`src/rtl/seg7_pkg.sv`:
```
// Shared constants for the ASCII 7-segment display stage: blank/dash codes,
// glyph tables (bit0=a .. bit6=g, active-high) and the sequencer state type.
package seg7_pkg;

  localparam logic [6:0] SEG_BLANK = 7'h00;
  localparam logic [6:0] SEG_DASH  = 7'h40;

  localparam logic [6:0] DIGIT_GLYPH [10] = '{
    7'h3F, 7'h06, 7'h5B, 7'h4F, 7'h66, 7'h6D, 7'h7D, 7'h07, 7'h7F, 7'h6F
  };

  // Best-effort letters A..Z; some shapes are lower-case forms (b, d, n, r) or shared (H/X).
  localparam logic [6:0] LETTER_GLYPH [26] = '{
    7'h77, 7'h7C, 7'h39, 7'h5E, 7'h79, 7'h71, 7'h3D, 7'h76, 7'h30, 7'h1E,
    7'h75, 7'h38, 7'h37, 7'h54, 7'h3F, 7'h73, 7'h67, 7'h50, 7'h6D, 7'h78,
    7'h3E, 7'h1C, 7'h2A, 7'h76, 7'h6E, 7'h5B
  };

  typedef enum logic [1:0] {
    S_IDLE = 2'd0,
    S_SHOW = 2'd1,
    S_GAP  = 2'd2
  } state_t;

  function automatic logic [7:0] fold_upper(input logic [7:0] c);
    if (c >= 8'h61 && c <= 8'h7A) begin
      return c - 8'h20;
    end else begin
      return c;
    end
  endfunction

endpackage

```
`src/rtl/ascii_to_seg7.sv`:
```
// Combinational ASCII to 7-segment decoder. Lower-case folds to upper-case;
// anything without a glyph shows a dash. Only '.' lights the decimal point.
module ascii_to_seg7
  import seg7_pkg::*;
(
  input  logic [7:0] ch,
  output logic [6:0] seg,
  output logic       dp
);

  logic [7:0] up_s;
  logic [3:0] digit_idx_s;
  logic [4:0] letter_idx_s;

  // Glyph lookup on the case-folded character
  always_comb begin
    up_s         = fold_upper(ch);
    digit_idx_s  = 4'(up_s - 8'h30);
    letter_idx_s = 5'(up_s - 8'h41);
    seg          = SEG_DASH;
    dp           = 1'b0;
    if (up_s >= 8'h30 && up_s <= 8'h39) begin
      seg = DIGIT_GLYPH[digit_idx_s];
    end else if (up_s >= 8'h41 && up_s <= 8'h5A) begin
      seg = LETTER_GLYPH[letter_idx_s];
    end else if (up_s == 8'h20) begin
      seg = SEG_BLANK;
    end else if (up_s == 8'h2E) begin
      seg = SEG_BLANK;
      dp  = 1'b1;
    end else begin
      seg = SEG_DASH;
    end
  end

endmodule

```
`src/rtl/ascii_seg7_sequencer.sv`:
```
// Display sequencer: accepts one character per handshake, lights its glyph for
// HOLD_CYCLES, then blanks for GAP_CYCLES before accepting the next one.
module ascii_seg7_sequencer
  import seg7_pkg::*;
#(
  parameter int HOLD_CYCLES = 12_000_000,
  parameter int GAP_CYCLES  = 1_200_000
) (
  input  logic       clk,
  input  logic       rst_n,
  input  logic       en,
  input  logic       clear,
  input  logic [7:0] in_char,
  input  logic       in_valid,
  output logic       in_ready,
  output logic [6:0] seg_out,
  output logic       dp_out,
  output logic       busy
);

  localparam int MAX_CYCLES = (HOLD_CYCLES > GAP_CYCLES) ? HOLD_CYCLES : GAP_CYCLES;
  localparam int CNT_W      = $clog2(MAX_CYCLES + 1);

  localparam logic [CNT_W-1:0] CNT_ZERO  = {CNT_W{1'b0}};
  localparam logic [CNT_W-1:0] HOLD_LOAD = CNT_W'(HOLD_CYCLES - 1);
  localparam logic [CNT_W-1:0] GAP_LOAD  = CNT_W'((GAP_CYCLES > 0) ? (GAP_CYCLES - 1) : 0);

  state_t           state_r, state_d_s;
  logic [CNT_W-1:0] cnt_r, cnt_d_s;
  logic [7:0]       char_r, char_d_s;
  logic [6:0]       seg_r, dec_seg_s;
  logic             dp_r, dec_dp_s;
  logic             busy_r;
  logic             accept_s;

  assign in_ready = (state_r == S_IDLE) && en && !clear;
  assign accept_s = in_ready && in_valid;

  // Next-state, counter and character-latch logic
  always_comb begin
    state_d_s = state_r;
    cnt_d_s   = cnt_r;
    char_d_s  = char_r;
    if (clear) begin
      state_d_s = S_IDLE;
      cnt_d_s   = CNT_ZERO;
    end else if (!en) begin
      state_d_s = state_r;
    end else begin
      case (state_r)
        S_IDLE: begin
          if (accept_s) begin
            char_d_s  = in_char;
            cnt_d_s   = HOLD_LOAD;
            state_d_s = S_SHOW;
          end else begin
            state_d_s = S_IDLE;
          end
        end
        S_SHOW: begin
          if (cnt_r == CNT_ZERO) begin
            if (GAP_CYCLES == 0) begin
              state_d_s = S_IDLE;
              cnt_d_s   = CNT_ZERO;
            end else begin
              state_d_s = S_GAP;
              cnt_d_s   = GAP_LOAD;
            end
          end else begin
            cnt_d_s = cnt_r - CNT_W'(1);
          end
        end
        S_GAP: begin
          if (cnt_r == CNT_ZERO) begin
            state_d_s = S_IDLE;
          end else begin
            cnt_d_s = cnt_r - CNT_W'(1);
          end
        end
        default: begin
          state_d_s = S_IDLE;
          cnt_d_s   = CNT_ZERO;
        end
      endcase
    end
  end

  // Decoding the next char value lets the pattern register light in the cycle after accept
  ascii_to_seg7 u_decode (
    .ch  (char_d_s),
    .seg (dec_seg_s),
    .dp  (dec_dp_s)
  );

  // State, counter, char and registered display outputs
  always_ff @(posedge clk or negedge rst_n) begin
    if (!rst_n) begin
      state_r <= S_IDLE;
      cnt_r   <= CNT_ZERO;
      char_r  <= 8'h00;
      seg_r   <= SEG_BLANK;
      dp_r    <= 1'b0;
      busy_r  <= 1'b0;
    end else begin
      state_r <= state_d_s;
      cnt_r   <= cnt_d_s;
      char_r  <= char_d_s;
      seg_r   <= (state_d_s == S_SHOW) ? dec_seg_s : SEG_BLANK;
      dp_r    <= (state_d_s == S_SHOW) ? dec_dp_s : 1'b0;
      busy_r  <= (state_d_s != S_IDLE);
    end
  end

  assign seg_out = seg_r;
  assign dp_out  = dp_r;
  assign busy    = busy_r;

endmodule
```
`config.mk`:
```
export PLATFORM = sky130hd
export DESIGN_NAME = ascii_seg7_sequencer
export DESIGN_NICKNAME = d
export VERILOG_FILES = /design/src/rtl/seg7_pkg.sv /design/src/rtl/ascii_to_seg7.sv /design/src/rtl/ascii_seg7_sequencer.sv
export SDC_FILE = /design/constraint.sdc
export NUM_CORES = 1
export LEC_CHECK = 0
export ABC_AREA = 1
export BUFFER_PORTS_ARGS = -buffer_cell sky130_fd_sc_hd__buf_2
export CAP_MARGIN = 20
export CORE_MARGIN = 5
export CORE_UTILIZATION = 54
export DETAILED_ROUTE_END_ITERATION = 8
export PLACE_DENSITY = 0.73
export SLEW_MARGIN = 20
export SYNTH_ARGS = -nofsm -noshare
export SYNTH_HDL_FRONTEND = slang
export SYNTH_HIERARCHICAL = 1
export SYNTH_SLANG_ARGS = --single-unit
```
`constraint.sdc`:
```
create_clock -name clk -period 3.8 [get_ports clk]
set_input_delay 0.19 -clock clk [delete_from_list [all_inputs] [get_ports clk]]
set_output_delay 0.19 -clock clk [all_outputs]
set_load 0.02 [all_outputs]
```
==> impl_metrics.json <==
{
  "nets": 535,
  "avgSynthCellArea_um2": 6.85,
  "viasPerCell": 5.30,
  "setup_viol_count_final": 0,
  "io_buffers": 22,
  "vias": 3116,
  "drc": 0,
  "grt_pass1_wl_mm": 14.3,
  "hpwl_mm": 5.98,
  "fin_crit_ns": 3.09,
  "slowest_delay_ns": 0.50,
  "synth_edf_count": 0,
  "setup_tns_ns": 0,
  "p_per_area_nw_per_um2": 521,
  "io-pin-count": 23,
  "crit_type": "flip-flop to flip-flop",
  "slew_viol_final": 0,
  "grt_usage_pct": 22.7,
  "slowest_stage": "dfrtp_1",
  "r2r_slack_ns": 0.71,
  "final.fill_count": 585,
  "ant_nets": 0,
  "root_buffer": "clkbuf_8",
  "end_kind": "flip-flop",
  "place_congestion": 0.969,
  "ys_types": 37,
  "fin_util_pct": 59.8,
  "cp_data_required_time_ns": 4.02,
  "synthFlopType": "dfrtp_1",
  "drt-pass1-iter-count": 4,
  "reg2regPathDepth": 17,
  "synth-seq-area-share_pct": 32.0,
  "grt-ovfl-total": 0,
  "slew_headroom_pct": 42.3,
  "postLayoutSetupSlackWorst_ns": 0.706,
  "ys_async_sr_fraction_pct": 100,
  "ir_worst_vdd_mv": 0.270,
  "hold_slack_ns": 0.173,
  "critical-path-top-delay-family": "simple AND/OR/NAND/NOR gates",
  "initial_core_util_pct": 56.2,
  "finalCritPeriodShare_pct": 81.4,
  "syn_nets": 514,
  "finClkSkew_ns": 0.0123,
  "worstMarginPinSlew_ns": 0.866,
  "grt_setup_unrepaired": "false",
  "clock_sinks": 43,
  "num_rows": 28,
  "cp-start-kind": "flip-flop",
  "cts_setup_buffers": 0,
  "final_hold_viol_count": 0,
  "syn_inst": 491,
  "arrival_ns": 3.32,
  "antenna_found_initial": 0,
  "total_power_uw": 1870,
  "crit_chain": "nor2_8, nand4_4, mux2_2, inv_1, ha_1, inv_1, nand2_1, nand2_1, nand2_1, o21ai_0, nand2_1, nand2_1, nand2_1, nand4_1, o21ai_1, inv_1, nor2_1",
  "min_from": "in_char[5]",
  "synthesis.area_um2": 3360,
  "crit_fanout": 10,
  "whs_path_depth": 2,
  "cts_tree": "yes",
  "clkTransAtPathRegs_ns": 0.09,
  "cp-startpoint": "state_r[1]",
  "crit_buf_inv": 3,
  "grt_max_degree": 44,
  "grt_pass1_vias": 3092,
  "core_area_um2": 5990,
  "area.growth.synth_to_final_pct": 6.55,
  "drt-total-wl_mm": 8.02,
  "p_leak_uw": 0.00192,
  "outcome": "completed",
  "die-height_um": 88.9,
  "die_w_um": 88.9,
  "fmax_ghz": 0.323,
  "hold_path_end": "char_r[5]",
  "drt_iter0_markers": 267,
  "hp-class": "input port to flip-flop",
  "yosysWarnings": 6,
  "dieArea_um2": 7910,
  "cap_violations": 0,
  "cts_buffers": 5,
  "wl_per_cell_um": 13.6,
  "r2r_end": "seg_out[1]",
  "diodes": 0,
  "cp_common_cell": "nand2_1",
  "hold_buffers": 0,
  "dpl_worst_slack_ns": 0.777,
  "regToRegStartpoint": "state_r[1]",
  "clockBufferDepth": 2,
  "clk_latency_ns": 0.30,
  "synth_seq_cells": 43,
  "htreeDepth": 2,
  "drive_gt1_share_pct": 13.3,
  "cts_resized": 0
}
where the power goes:
| part | total (uW) | switching, uW | internal [uW] |
|---|---|---|---|
| Clock | 296 | 168 | 128 |
| Sequential | 558 | 43.7 | 514 |
| Combinational | 1010 | 683 | 332 |
Yosys cell counts (all sizes together) (7+ instances only):
cell type / n / area (um2)
a21oi: 13 / 72.6
buf: 10 / 92.6
dfrtp: 43 / 1080
ha: 10 / 125
inv: 51 / 194
mux2: 8 / 90.1
nand2: 173 / 682
nand3: 41 / 220
nand4: 15 / 115
nor2: 68 / 299
o21ai: 32 / 168
xnor2: 7 / 68.8
xor2: 8 / 70.1
registers in the layout, summed over array words and instances (netlist names):
register	cells
char_r	8
seg_out	7
state_r	2
busy	1
dp_out	1
cnt_r	24
cell usage in the layout (no fill, tap or decap), types with 2 or more instances in the layout:
cell type,n
xnor2_1,6
ha_1,10
nand2_1,166
o211ai_1,2
nand3_1,38
buf_2,21
nor2_4,3
nand2_4,3
a21oi_2,2
o21ai_0,23
nand3_2,3
clkinvlp_4,2
xor2_1,8
buf_4,2
o21ai_1,7
dfrtp_1,43
o21ai_2,2
nor2_1,62
nand4_1,13
nor3_1,4
inv_1,49
nand2_2,4
clkbuf_8,5
nor2_2,2
mux2_2,8
a21oi_1,11
worst max-delay path by stage:
stage,endpoint,depth (start not counted)
final,seg_out[1],17
after global routing,seg_out[1],17
after CTS,seg_out[1],17
after detailed placement,seg_out[1],17
after global placement,seg_out[1],17
after floorplan,seg_out[6],15
stage by stage:
step / std cells / cell area [um2]
after global placement: 579 / 3480
after detailed placement: 579 / 3480
after floorplan: 491 / 3360
final: 588 / 3580
after CTS: 587 / 3570
after global routing: 588 / 3580
logic make-up after synthesis:
| family | Yosys count | share of synthesized area (%) |
|---|---|---|
| fa+ha+maj | 10 | 3.72 |
| compound gates | 49 | 7.96 |
| buf+inv | 62 | 8.78 |
| flops | 43 | 32.0 |
| mux | 8 | 2.68 |
| xor+xnor | 15 | 4.13 |
| simple gates | 304 | 40.8 |
per-layer routing:
layer  GRT usage, %  vias up  share of wire [%]
met5              0        -                  0
met4           7.85        0                2.3
met3           3.41       21                4.4
met2           41.5       70                 51
met1           26.9     1419                 42
li1               -     1606                  -
area by class of cell:
| cell class | instances | area, um2 | share of cell area, % |
|---|---|---|---|
| Clock buffer | 5 | 68.8 | 1.92 |
| Clock inverter | 3 | 20.0 | 0.558 |
| Inverter | 52 | 203 | 5.65 |
| Multi-Input combinational cell | 386 | 1990 | 55.6 |
| Sequential cell | 43 | 1080 | 30.0 |
| Tap cell | 75 | 93.8 | 2.62 |
| Timing Repair Buffer | 24 | 130 | 3.63 |
Power figures use the tool's default switching activity.
